File: src/rtl/add_sched.sv
// add_sched: packs paired A/B operand streams into LANES-wide add datapath
// registers, holds them for the datapath latency, then unpacks the captured
// sums onto a single result stream in input order.
module add_sched #(
  parameter int unsigned LANES   = 4,
  parameter int unsigned ADD_LAT = 1,
  parameter int unsigned LEN_W   = 16
) (
  input  logic                  clock,
  input  logic                  reset,
  input  logic                  start,
  input  logic [LEN_W-1:0]      len,
  output logic                  busy,
  output logic                  done,
  input  logic                  a_valid,
  output logic                  a_ready,
  input  logic [31:0]           a_data,
  input  logic                  b_valid,
  output logic                  b_ready,
  input  logic [31:0]           b_data,
  output logic [32*LANES-1:0]   dp_ra,
  output logic [32*LANES-1:0]   dp_rb,
  input  logic [32*LANES-1:0]   dp_ry,
  output logic                  y_valid,
  input  logic                  y_ready,
  output logic [31:0]           y_data
);

  localparam int unsigned FILL_W = $clog2(LANES + 1);
  localparam int unsigned IDX_W  = (LANES > 1) ? $clog2(LANES) : 1;
  localparam int unsigned DW     = 32 * LANES;

  typedef enum logic [2:0] {
    S_IDLE,
    S_LOAD,
    S_WAIT,
    S_DRAIN,
    S_DONE
  } state_e;

  state_e            state_q, state_d;
  logic [LEN_W-1:0]  remain_q, remain_d;
  logic [FILL_W-1:0] fill_q, fill_d;
  logic [IDX_W-1:0]  out_idx_q, out_idx_d;
  logic [3:0]        wait_cnt_q, wait_cnt_d;
  logic [DW-1:0]     ra_q, ra_d;
  logic [DW-1:0]     rb_q, rb_d;
  logic [DW-1:0]     res_q, res_d;
  logic              xfer;

  // State and datapath registers; reset aborts any job in flight.
  always_ff @(posedge clock or negedge reset) begin
    if (!reset) begin
      state_q    <= S_IDLE;
      remain_q   <= '0;
      fill_q     <= '0;
      out_idx_q  <= '0;
      wait_cnt_q <= '0;
      ra_q       <= '0;
      rb_q       <= '0;
      res_q      <= '0;
    end else begin
      state_q    <= state_d;
      remain_q   <= remain_d;
      fill_q     <= fill_d;
      out_idx_q  <= out_idx_d;
      wait_cnt_q <= wait_cnt_d;
      ra_q       <= ra_d;
      rb_q       <= rb_d;
      res_q      <= res_d;
    end
  end

  // Next-state: group packing, latency wait, result unpacking.
  always_comb begin
    state_d    = state_q;
    remain_d   = remain_q;
    fill_d     = fill_q;
    out_idx_d  = out_idx_q;
    wait_cnt_d = wait_cnt_q;
    ra_d       = ra_q;
    rb_d       = rb_q;
    res_d      = res_q;
    xfer       = 1'b0;
    unique case (state_q)
      S_IDLE: begin
        if (start) begin
          if (len != '0) begin
            remain_d = len;
            ra_d     = '0;
            rb_d     = '0;
            fill_d   = '0;
            state_d  = S_LOAD;
          end else begin
            state_d = S_DONE;
          end
        end
      end
      S_LOAD: begin
        if (a_valid && b_valid) begin
          xfer = 1'b1;
          for (int unsigned i = 0; i < LANES; i++) begin
            if (fill_q == FILL_W'(i)) begin
              ra_d[32*i +: 32] = a_data;
              rb_d[32*i +: 32] = b_data;
            end
          end
          fill_d   = fill_q + FILL_W'(1);
          remain_d = remain_q - LEN_W'(1);
          if (fill_q == FILL_W'(LANES - 1) || remain_q == LEN_W'(1)) begin
            wait_cnt_d = '0;
            state_d    = S_WAIT;
          end
        end
      end
      S_WAIT: begin
        if (wait_cnt_q == 4'(ADD_LAT)) begin
          res_d     = dp_ry;
          out_idx_d = '0;
          state_d   = S_DRAIN;
        end else begin
          wait_cnt_d = wait_cnt_q + 4'd1;
        end
      end
      S_DRAIN: begin
        if (y_ready) begin
          if (FILL_W'(out_idx_q) + FILL_W'(1) == fill_q) begin
            if (remain_q == '0) begin
              state_d = S_DONE;
            end else begin
              ra_d    = '0;
              rb_d    = '0;
              fill_d  = '0;
              state_d = S_LOAD;
            end
          end else begin
            out_idx_d = out_idx_q + IDX_W'(1);
          end
        end
      end
      S_DONE: begin
        state_d = S_IDLE;
      end
      default: begin
        state_d = S_IDLE;
      end
    endcase
  end

  // Outputs decoded from registered state; y_data is zero outside DRAIN.
  always_comb begin
    busy    = (state_q != S_IDLE);
    done    = (state_q == S_DONE);
    a_ready = xfer;
    b_ready = xfer;
    y_valid = (state_q == S_DRAIN);
    dp_ra   = ra_q;
    dp_rb   = rb_q;
    y_data  = '0;
    if (state_q == S_DRAIN) begin
      for (int unsigned i = 0; i < LANES; i++) begin
        if (out_idx_q == IDX_W'(i)) begin
          y_data = res_q[32*i +: 32];
        end
      end
    end
  end

endmodule

File: config.mk
export PLATFORM = sky130hd
export DESIGN_NAME = add_sched
export DESIGN_NICKNAME = d
export VERILOG_FILES = /design/src/rtl/add_sched.sv
export SDC_FILE = /design/constraint.sdc
export NUM_CORES = 1
export LEC_CHECK = 0
export ABC_CLOCK_PERIOD_IN_PS = 3600
export BUFFER_PORTS_ARGS = -buffer_cell sky130_fd_sc_hd__buf_4
export CAP_MARGIN = 10
export CORE_ASPECT_RATIO = 2
export CORE_MARGIN = 4
export CORE_UTILIZATION = 53
export DETAILED_ROUTE_END_ITERATION = 6
export GPL_TIMING_DRIVEN = 0
export PLACE_DENSITY = 0.91
export SETUP_SLACK_MARGIN = 0.05
export SYNTH_ARGS = -nofsm -noshare
export SYNTH_HDL_FRONTEND = slang
export SYNTH_SLANG_ARGS = --single-unit
File: constraint.sdc
create_clock -name clock -period 3.6 [get_ports clock]
set_input_delay 0.72 -clock clock [delete_from_list [all_inputs] [get_ports clock]]
set_output_delay 0.72 -clock clock [all_outputs]
set_load 0.05 [all_outputs]
==> summary.txt <==
Status
  • Status: complete, no violations

Timing
  • Final setup violation count: 0
  • Fmax: between 0.2 and 0.3 GHz
  • Period Utilization, post-route: 0.951
  • Final Hold Fails: 0
  • Min Tclk post-route: 3.42 ns
  • RSZ-0062 raised after global routing: yes
  • Final Skew: roughly 0.013 ns
  • Pins Over Slew Limit: 0
  • Max-slew headroom at the worst pin: 0.231
  • Worst-Margin Slew: 1.14 ns
  • Setup TNS: 0 ns

Yosys
  • Post-synthesis adder-cell area fraction: 0.00862
  • Cells after Synth: approximately 1.3k
  • Yosys top cell by area: dfrtp_1
  • Compound-gate portion of the synthesized area: 0.0484
  • Number of synthesized register bits: 412
  • Mux contribution to synthesized area: 0.280
  • Post-synth cell types: 53
  • Syn Nets: between 1.5k and 2k
  • Seq/Total Area, Yosys: 0.546
  • Post-Synth Simple-Gate Area: 0.0810
  • Main synth FF type: dfrtp_1
  • Async S/R FF share, synth: 1.00
  • XOR/XNOR Fraction of Synth Area: 0.00139
  • Ys Warns: 0
  • Mapped Area: ~19000 µm²
  • Largest family of logic cells by synthesized area: multiplexers
  • Synth top area share: 0.546
  • Top cells by area, synth: dfrtp_1 (55%), mux2_4 (19%), mux2_2 (8.7%)
  • Synthesized area per cell: around 14 µm²
  • Post-synth EDFFs: 0

Layout
  • Area Overhead vs Synth: 30.7%
  • Share of cells above drive strength 1: 0.539
  • N_diodes: 0
  • Final Util: 0.703
  • Nets@finish: between 2k and 2.5k
  • Finished Layout Cells: between 2k and 2.5k

Floorplan
  • Core area: roughly 35000 µm²
  • Starting Density: 0.538
  • DIE AREA: roughly 39000 µm²
  • Die W: between 100 and 150 µm
  • Std-Cell Rows: just under 100
  • Die height: ~270 µm
  • IO Count: 507

Clock tree
  • Post-CTS setup buffers: 0
  • Clock root buffer: clkbuf_16
  • CTS tree: yes
  • CTS Buf Count: 38
  • Clock Sinks: 412
  • Later-pin clock latency in the skew report: between 0.5 and 0.6 ns
  • Clock-pin slew on the worst setup and hold paths: 0.06 ns
  • Clock Path Buffers: 3
  • H-tree levels: 2

Place
  • DP Wirelength: ~45000 µm
  • GPL Wtd Cong: approximately 0.9
  • Placed cell count: around 2.3k
  • IO Port Bufs: approximately 510

Drt
  • Via count: 13.6k
  • Antenna-violating nets left: 0
  • DRT iter0 DRCs: about 700
  • DRC: 0
  • Final wirelength: around 60000 µm
  • Drt pass-1 iters: 5
  • Wire per inst: roughly 26 µm
  • DR vias/cell: between 5 and 6

GRT
  • Vias in the first global route: between 15k and 20k
  • Initial antenna violation count: 0
  • Global Route Usage Sum: 0.303
  • GR Overflow Total: 0
  • Largest net degree at the start of global routing: around 130
  • Global-route wire length before repair: around 91000 µm

Critical path
  • Crit Path Category: register to output port
  • CP startpoint kind: register
  • WP data required: roughly 2.9 ns
  • Worst Setup End Kind: output port
  • CP Max Fanout: 10
  • Crit path DAT: 2.70 ns

Power
  • Lkg Pwr: between 10 and 15 nW
  • Max VDD drop: between 0.8 and 0.9 mV
  • Pwr per Cell Area: 1140 nW/µm²

Flow run
  • Max Cap Viol: 0

Hold path
  • Worst min path class: input port to async pin
## Yosys cell counts (16+ instances only)
| cell type | instances |
|---|---|
| nor3_1 | 39 |
| clkbuf_1 | 40 |
| mux2_4 | 240 |
| a221oi_1 | 32 |
| a21oi_1 | 55 |
| mux2_2 | 146 |
| and2_1 | 66 |
| nor2_1 | 45 |
| buf_6 | 19 |
| inv_1 | 16 |
| dfrtp_1 | 412 |
| nor2b_1 | 65 |
| o21ai_0 | 25 |
## final cells by class
cell class              count  area [µm²]
repair buffers            510        3900
plain buffers              85         618
inverters                  16        60.1
clock inverters             9         164
multi-input cells         814        7940
well taps                 445         557
clock buffers              57        1120
fillers                  2206       10400
flip-flops and latches    412       10300
## routing by layer
metal,track usage,share of wire
met5,0,0
met4,0.170,0.065
met3,0.0588,0.062
met2,0.568,0.54
met1,0.309,0.33
## flip-flops by register name, summed over array words and instances (netlist names)
| register | cells |
|---|---|
| dp_ra | 128 |
| dp_rb | 128 |
| fill_q | 3 |
| out_idx_q | 2 |
| remain_q | 16 |
| res_q | 128 |
| state_q | 3 |
| wait_cnt_q | 4 |
## final timing paths
| check | startpoint | endpoint | slack [ns] | cells after the start |
|---|---|---|---|---|
| max | out_idx_q[0] | y_data[27] | 0.18 | 6 |
| min | reset | res_q[75] | 0.09 | 1 |
| max reg2reg | out_idx_q[0] | dp_rb[117] | 0.47 | 9 |
| min reg2reg | res_q[9] | res_q[9] | 0.50 | 1 |
| max in group asynchronous | reset | dp_rb[118] | 2.01 | 3 |
| min in group clock | dp_ry[66] | res_q[66] | 0.42 | 2 |
## power by group
| part | leakage, nW | switching, mW | internal (mW) | total [mW] |
|---|---|---|---|---|
| logic | 6.53 | 9.42 | 6.56 | 16.0 |
| clock network | 0.631 | 1.77 | 2.45 | 4.22 |
| registers | 5.23 | 1.33 | 6.58 | 7.91 |
## cell families (layout without fill, tap and decap cells)
| family | after synthesis | after routing |
|---|---|---|
| flops | 412 | 412 |
| mux | 389 | 389 |
| xor+xnor | 3 | 3 |
| compound gates | 140 | 140 |
| simple gates | 269 | 269 |
| buf+inv | 103 | 677 |
| fa+ha+maj | 13 | 13 |
## through the flow
step / cell area [µm²] / hold slack [ns] / power (mW) / setup WS [ns]
CTS: 24600 / 0.0810 / 28.1 / 0.0298
detailed placement: 23300 / 0.487 / 23.7 / -0.0955
global placement: 23200 / 0.482 / 23.1 / -2.07
finish: 24700 / 0.0917 / 28.1 / 0.177
floorplan: 18900 / 0.424 / 19.0 / 0.454
global route: 24700 / 0.108 / 29.1 / 0.0500
## worst max-delay path: stages (launching register included)
cell      delay, ns
dfrtp_1        0.48
ha_1           0.23
clkbuf_1       0.40
buf_1          0.53
a21oi_1        0.14
nor2_1         0.15
buf_4          0.22
## layout by cell type (no fill, tap or decap), drive strengths merged, types with 2 or more instances in the layout
master   count
a211oi       2
a31oi        2
nand3b       4
or4          2
o2bb2ai      2
o22a         2
and2        67
nand2        9
mux2       386
a22oi        4
or3b         2
mux2i        3
a22o         2
nand3        8
nor2        45
a221oi      32
xor2         2
a21oi       55
dfrtp      412
buf        556
and3         4
or3          2
clkinv       3
inv         18
nor3b        6
bufinv       4
nand4        2
clkbuf      96
o21ai       25
nor4        13
nor2b       65
ha          13
nor3        39
o22ai        5
## timing repair
action,CTS,global route
hold endpoints to repair,0,0
gates resized for setup,14,17
pin swaps,0,0
hold buffers,0,0
endpoints found under the setup margin,32,32
Note: power is estimated with default switching activity, not from simulation.
